<file path="config.mk">
export PLATFORM = sky130hd
export DESIGN_NAME = uart_program_loader
export DESIGN_NICKNAME = d
export VERILOG_FILES = /design/src/rtl/uart_loader_pkg.sv /design/src/rtl/uart_rx_timeout.sv /design/src/rtl/uart_program_loader.sv
export SDC_FILE = /design/constraint.sdc
export NUM_CORES = 1
export LEC_CHECK = 0
export ABC_AREA = 1
export BUFFER_PORTS_ARGS = -buffer_cell sky130_fd_sc_hd__buf_2
export CAP_MARGIN = 10
export CORE_ASPECT_RATIO = 0.5
export CORE_UTILIZATION = 47
export DETAILED_ROUTE_END_ITERATION = 7
export GPL_ROUTABILITY_DRIVEN = 0
export GPL_TIMING_DRIVEN = 0
export PLACE_DENSITY = 0.67
export SETUP_SLACK_MARGIN = 0.2
export SLEW_MARGIN = 20
export SYNTH_ARGS = -nofsm -noshare
export SYNTH_HDL_FRONTEND = slang
export SYNTH_HIERARCHICAL = 1
export SYNTH_SLANG_ARGS = --single-unit
</file>
<file path="constraint.sdc">
create_clock -name clk -period 3.67 [get_ports clk]
set_input_delay 0.367 -clock clk [delete_from_list [all_inputs] [get_ports clk]]
set_output_delay 0.367 -clock clk [all_outputs]
set_load 0.005 [all_outputs]
</file>
<file path="src/rtl/uart_loader_pkg.sv">
// Shared types and constants for the UART program loader and its timeout helper.
package uart_loader_pkg;

   localparam int unsigned BYTE_W         = 8;
   localparam int unsigned WORD_W         = 32;
   localparam int unsigned LOW_BYTES_W    = 24;
   localparam int unsigned WORD_CNT_W     = 9;
   localparam logic [BYTE_W-1:0] HDR_BYTE_DEFAULT = 8'h4C;

   typedef enum logic [2:0] {
      ST_IDLE,
      ST_COUNT,
      ST_DATA,
      ST_CSUM,
      ST_DONE
   } loader_state_e;

endpackage

</file>
<file path="src/rtl/uart_rx_timeout.sv">
// Loadable down-counter: reloads on each strobe or while disabled, pulses expire_c
// when CYCLES clock cycles pass without a strobe while enabled.
module uart_rx_timeout #(
   parameter int unsigned CYCLES = 100000
) (
   input  logic clk,
   input  logic rst,
   input  logic en_i,
   input  logic clr_i,
   output logic expire_c
);

   localparam int unsigned CNT_W = (CYCLES > 1) ? $clog2(CYCLES) : 1;
   localparam logic [CNT_W-1:0] RELOAD = CNT_W'(CYCLES - 1);

   logic [CNT_W-1:0] cnt_q;

   always_ff @(posedge clk or posedge rst) begin
      if (rst) begin
         cnt_q <= RELOAD;
      end else if (clr_i || !en_i) begin
         cnt_q <= RELOAD;
      end else if (cnt_q != '0) begin
         cnt_q <= cnt_q - CNT_W'(1);
      end
   end

   assign expire_c = en_i && !clr_i && (cnt_q == '0);

endmodule

</file>
<file path="src/rtl/uart_program_loader.sv">
// Decodes UART load packets (HDR, N, 4*N little-endian data bytes) into imem word writes,
// holding the CPU for the duration. Optional checksum byte: UART_LOADER_CHECKSUM_EN.
module uart_program_loader
   import uart_loader_pkg::*;
#(
   parameter int unsigned         ADDR_W         = 8,
   parameter logic [ADDR_W-1:0]   BASE_ADDR      = '0,
   parameter logic [BYTE_W-1:0]   HDR_BYTE       = HDR_BYTE_DEFAULT,
   parameter int unsigned         TIMEOUT_CYCLES = 100000
) (
   input  logic                clk,
   input  logic                rst,
   input  logic [BYTE_W-1:0]   rx_data,
   input  logic                rx_data_rdy,
   output logic                imem_we,
   output logic [ADDR_W-1:0]   imem_addr,
   output logic [WORD_W-1:0]   imem_wdata,
   output logic                cpu_hold,
   output logic                busy,
   output logic                load_done,
   output logic                load_err
);

   loader_state_e            state_q, state_d;
   logic [1:0]               byte_idx_q, byte_idx_d;
   logic [WORD_CNT_W-1:0]    word_cnt_q, word_cnt_d;
   logic [LOW_BYTES_W-1:0]   word_q, word_d;
   logic [ADDR_W-1:0]        addr_q, addr_d;
   logic [WORD_W-1:0]        wdata_q, wdata_d;
   logic                     we_q, we_d;
   logic                     hold_q, hold_d;
   logic                     busy_q, busy_d;
   logic                     done_q, done_d;
   logic                     err_q, err_d;
`ifdef UART_LOADER_CHECKSUM_EN
   logic [BYTE_W-1:0]        csum_q, csum_d;
`endif
   logic                     timer_en;
   logic                     expire;

   assign timer_en = (state_q == ST_COUNT) || (state_q == ST_DATA) || (state_q == ST_CSUM);

   uart_rx_timeout #(
      .CYCLES (TIMEOUT_CYCLES)
   ) u_timeout (
      .clk      (clk),
      .rst      (rst),
      .en_i     (timer_en),
      .clr_i    (rx_data_rdy),
      .expire_c (expire)
   );

   // Next-state and output decode
   always_comb begin
      state_d    = state_q;
      byte_idx_d = byte_idx_q;
      word_cnt_d = word_cnt_q;
      word_d     = word_q;
      addr_d     = addr_q;
      wdata_d    = wdata_q;
      we_d       = 1'b0;
      hold_d     = hold_q;
      done_d     = 1'b0;
      err_d      = err_q;
`ifdef UART_LOADER_CHECKSUM_EN
      csum_d     = csum_q;
`endif
      // Address advances the cycle after each write strobe
      if (we_q) addr_d = addr_q + ADDR_W'(1);

      case (state_q)
         ST_IDLE: begin
            if (rx_data_rdy && (rx_data == HDR_BYTE)) begin
               state_d = ST_COUNT;
               hold_d  = 1'b1;
               err_d   = 1'b0;
            end
         end
         ST_COUNT: begin
            if (rx_data_rdy) begin
               word_cnt_d = (rx_data == '0) ? WORD_CNT_W'(256) : WORD_CNT_W'(rx_data);
               addr_d     = BASE_ADDR;
               byte_idx_d = 2'd0;
`ifdef UART_LOADER_CHECKSUM_EN
               csum_d     = '0;
`endif
               state_d    = ST_DATA;
            end
         end
         ST_DATA: begin
            if (rx_data_rdy) begin
`ifdef UART_LOADER_CHECKSUM_EN
               csum_d     = csum_q ^ rx_data;
`endif
               byte_idx_d = byte_idx_q + 2'd1;
               case (byte_idx_q)
                  2'd0: word_d[7:0]   = rx_data;
                  2'd1: word_d[15:8]  = rx_data;
                  2'd2: word_d[23:16] = rx_data;
                  default: begin
                     we_d       = 1'b1;
                     wdata_d    = {rx_data, word_q};
                     word_cnt_d = word_cnt_q - WORD_CNT_W'(1);
                     if (word_cnt_q == WORD_CNT_W'(1)) begin
`ifdef UART_LOADER_CHECKSUM_EN
                        state_d = ST_CSUM;
`else
                        state_d = ST_DONE;
                        done_d  = 1'b1;
                        hold_d  = 1'b0;
`endif
                     end
                  end
               endcase
            end
         end
`ifdef UART_LOADER_CHECKSUM_EN
         ST_CSUM: begin
            if (rx_data_rdy) begin
               if (rx_data == csum_q) begin
                  state_d = ST_DONE;
                  done_d  = 1'b1;
                  hold_d  = 1'b0;
               end else begin
                  state_d = ST_IDLE;
                  err_d   = 1'b1;
               end
            end
         end
`endif
         ST_DONE: state_d = ST_IDLE;
         default: state_d = ST_IDLE;
      endcase

      // Inter-byte silence abandons the packet; partial word is dropped
      if (expire) begin
         state_d    = ST_IDLE;
         err_d      = 1'b1;
         byte_idx_d = 2'd0;
      end

      busy_d = (state_d != ST_IDLE);
   end

   always_ff @(posedge clk or posedge rst) begin
      if (rst) begin
         state_q    <= ST_IDLE;
         byte_idx_q <= '0;
         word_cnt_q <= '0;
         word_q     <= '0;
         addr_q     <= BASE_ADDR;
         wdata_q    <= '0;
         we_q       <= 1'b0;
         hold_q     <= 1'b0;
         busy_q     <= 1'b0;
         done_q     <= 1'b0;
         err_q      <= 1'b0;
`ifdef UART_LOADER_CHECKSUM_EN
         csum_q     <= '0;
`endif
      end else begin
         state_q    <= state_d;
         byte_idx_q <= byte_idx_d;
         word_cnt_q <= word_cnt_d;
         word_q     <= word_d;
         addr_q     <= addr_d;
         wdata_q    <= wdata_d;
         we_q       <= we_d;
         hold_q     <= hold_d;
         busy_q     <= busy_d;
         done_q     <= done_d;
         err_q      <= err_d;
`ifdef UART_LOADER_CHECKSUM_EN
         csum_q     <= csum_d;
`endif
      end
   end

   assign imem_we    = we_q;
   assign imem_addr  = addr_q;
   assign imem_wdata = wdata_q;
   assign cpu_hold   = hold_q;
   assign busy       = busy_q;
   assign load_done  = done_q;
   assign load_err   = err_q;

endmodule

</file>
==> run_results.csv <==
group,metric,value,unit
outcome,outcome,"finished clean",
setup_path,crit_path_frequent_cell,"inv_1",
floorplanning,start_util,49.0,%
layout,final_nets,648,
synthesis,synth_flop_cell,"dfrtp_1",
global_route,grt_overflow,0,
route,drtIter0Drc,246,
cts,numClockSinks,100,
synthesis,yosys-top-cells-count,"nand2_1, dfrtp_1, nor2_1, inv_1, o21ai_1",
global_route,grt_pass1_vias,3631,
cts,cts_max_path_buffers,2,
synthesis,synth-edff-count,0,
timing,rsz0062_at_grt,"false",
floorplanning,die_y,72.5,µm
layout,area_delta_synth_final,16.3,%
setup_path,path_depth,9,
hold_path,hold_class,"input pin to async pin",
cts,cts_max_level,3,
timing,period_share,52.4,%
timing,tightest_slew,0.656,ns
pwr,p_leak,2.91,nW
timing,max_freq,520,MHz
synthesis,synth_top_area_share,48.2,%
global_route,grt_pass1_wl,17400,µm
setup_path,crit_family,"simple AND/OR/NAND/NOR gates",
synthesis,netlist_instances,562,
synthesis,yosysUniqueCellTypes,33,
setup_path,path_class,"flip-flop to flip-flop",
floorplanning,io_pins,56,
synthesis,synth_area_leader_cell,"dfrtp_1",
global_route,grt_max_degree,50,
setup_path,cpMaxStageDelayCell,"dfstp_2",
timing,skew,0.00686,ns
floorplanning,dieArea,0.0104,mm²
setup_path,start_kind,"flip-flop",
setup_path,cp.arrival,2.16,ns
route,via_per_inst,4.83,
synthesis,yosysMostFrequentCell,"nand2_1",
layout,post_route_cells_drive_above_1_share,18.6,%
floorplanning,core,0.00954,mm²
synthesis,yosysWarnings,6,
floorplanning,rows,25,
route,dr.pass1.iters,5,
timing,drv_slew,0,
synthesis,synthArstFlopShare,100,%
setup_path,critical_path.cell_chain,"inv_1 -> ha_1 -> nand2_2 -> nor2_4 -> nand3_4 -> nor2_8 -> inv_1 -> nand2_1 -> nand3_1",
setup_path,end_kind,"flip-flop",
floorplanning,dieWidth,143,µm
place,portBuffers,55,
synthesis,ys_ff_latch,100,
cts,cts_buffers,9,
layout,n_antenna_cell,0,
global_route,antenna_found_initial,0,
cts,cts_resized,0,
setup_path,worstRegToRegCells,9,
pwr,p_per_area,515,mW/mm²
synthesis,yosys-top-cells-area,"dfrtp_1, nand2_1, dfstp_2",
route,drtAntennaViolNets,0,
cts,clkTransAtPathRegs,0.07,ns
synthesis,syn_avg_cell_area,8.32,µm²
cts,clkLatencyLatePin,0.35,ns
cts,cts-root-buf,"clkbuf_16",
route,wl,10200,µm
timing,final-hold-violation-count,0,
timing,fin_crit,1.92,ns
setup_path,cp_slowest_stage_delay,0.37,ns
place,detailed_place_hpwl,7100,µm
route,vias,3717,
pwr,ir_drop,252,µV
setup_path,path_buf_inv,2,
timing,max_slew_margin,56.2,%
cts,cts_setup_buffers,0,
timing,setup_viol,0,
cts,cts_tree,"yes",
synthesis,synth_nets,581,
cts,cts_hold_buf,0,
synthesis,yosysSeqAreaShare,53.8,%
layout,utilization,57.0,%
global_route,grtUsageTotal,22.2,%
job,drv_cap,0,
timing,tns,0,ns
route,drc,0,
setup_path,cp.required,3.90,ns
setup_path,path_max_fanout,10,
synthesis,netlist_area,0.00467,mm²
route,wire_per_inst,13.2,µm
==> layout by cell type, fill, tap and decap left out, types with 2 or more instances in the layout <==
cell,n
buf_4,2
inv_6,2
xnor2_1,4
o21bai_1,2
nand3_2,2
a21oi_1,12
nand4_1,5
nand3_1,31
inv_2,3
nand2_2,3
nand3b_1,4
o21ai_0,17
ha_1,8
dfrtp_1,90
clkbuf_16,9
o21ai_1,35
buf_6,2
dfstp_2,10
nor2_1,59
buf_2,63
nor2_4,3
inv_8,2
inv_1,56
nor2_2,3
inv_4,2
nand2_4,4
nand2_1,188
==> report_power, final <==
group	switching, mW	total [mW]	leakage, nW	internal [mW]
combinational	0.289	0.468	1.45	0.179
sequential	0.125	1.39	1.32	1.27
clock	0.458	0.937	0.143	0.479
total	0.873	2.80	2.91	1.92
==> per-stage QoR <==
step                instance area, µm²  power, mW  worst slack, ns  hold slack [ns]  std cells
global placement                  5120       1.85            0.183            0.448        752
finish                            5430       2.80             1.75           0.0974        769
CTS                               5430       2.82             1.71            0.127        769
floorplan                         4670       1.73             1.17            0.286        562
detailed placement                5140       1.88             1.72            0.456        753
global route                      5430       2.95             1.52            0.158        769
==> sequential cells by signal, indices dropped and copies added, names as in the netlist <==
| signal | cells |
|---|---|
| imem_wdata | 32 |
| word_q | 24 |
| u_timeout/cnt_q | 17 |
| word_cnt_q | 9 |
| imem_addr | 8 |
| state_q | 3 |
| byte_idx_q | 2 |
| busy | 1 |
| cpu_hold | 1 |
| imem_we | 1 |
| load_done | 1 |
| load_err | 1 |
==> final cells by class <==
| class | instances | area [µm²] |
|---|---|---|
| clock buffers | 9 | 225 |
| multi-input cells | 388 | 1850 |
| repair buffers | 56 | 295 |
| fillers | 880 | 4110 |
| inverters | 61 | 234 |
| plain buffers | 13 | 81.3 |
| clock inverters | 7 | 68.8 |
| flip-flops and latches | 100 | 2510 |
| well taps | 135 | 169 |
==> per-layer routing <==
layer  up-vias  global-route usage (%)  share of wire, %
met5         -                       0                 0
met4         0                    6.33               1.0
met3         9                    5.94               4.1
met2        77                    36.6                45
met1      1732                    29.0                50
li1       1899                       -                 -
==> kinds of logic (layout without fill, tap and decap cells) <==
logic type	count (synthesis)	count (layout)	share of synthesized area [%]
AND/OR/NAND/NOR	307	307	28.9
flip-flops	100	100	53.8
buffers and inverters	74	146	6.69
AO/OA/AOI/OAI	68	68	7.52
adder cells (fa/ha/maj)	8	8	2.14
XOR/XNOR	5	5	0.937
==> worst paths after layout <==
path | end | slack (ns) | start
max reg2reg | busy | 1.75 | u_timeout/cnt_q[0]
min reg2reg | load_err | 0.47 | load_err
max | busy | 1.75 | u_timeout/cnt_q[0]
max in group asynchronous | word_q[21] | 2.96 | rst
min in group clk | word_cnt_q[1] | 0.37 | rx_data[1]
min | busy | 0.1 | rst
No activity file was read; power rests on OpenSTA's default activity.
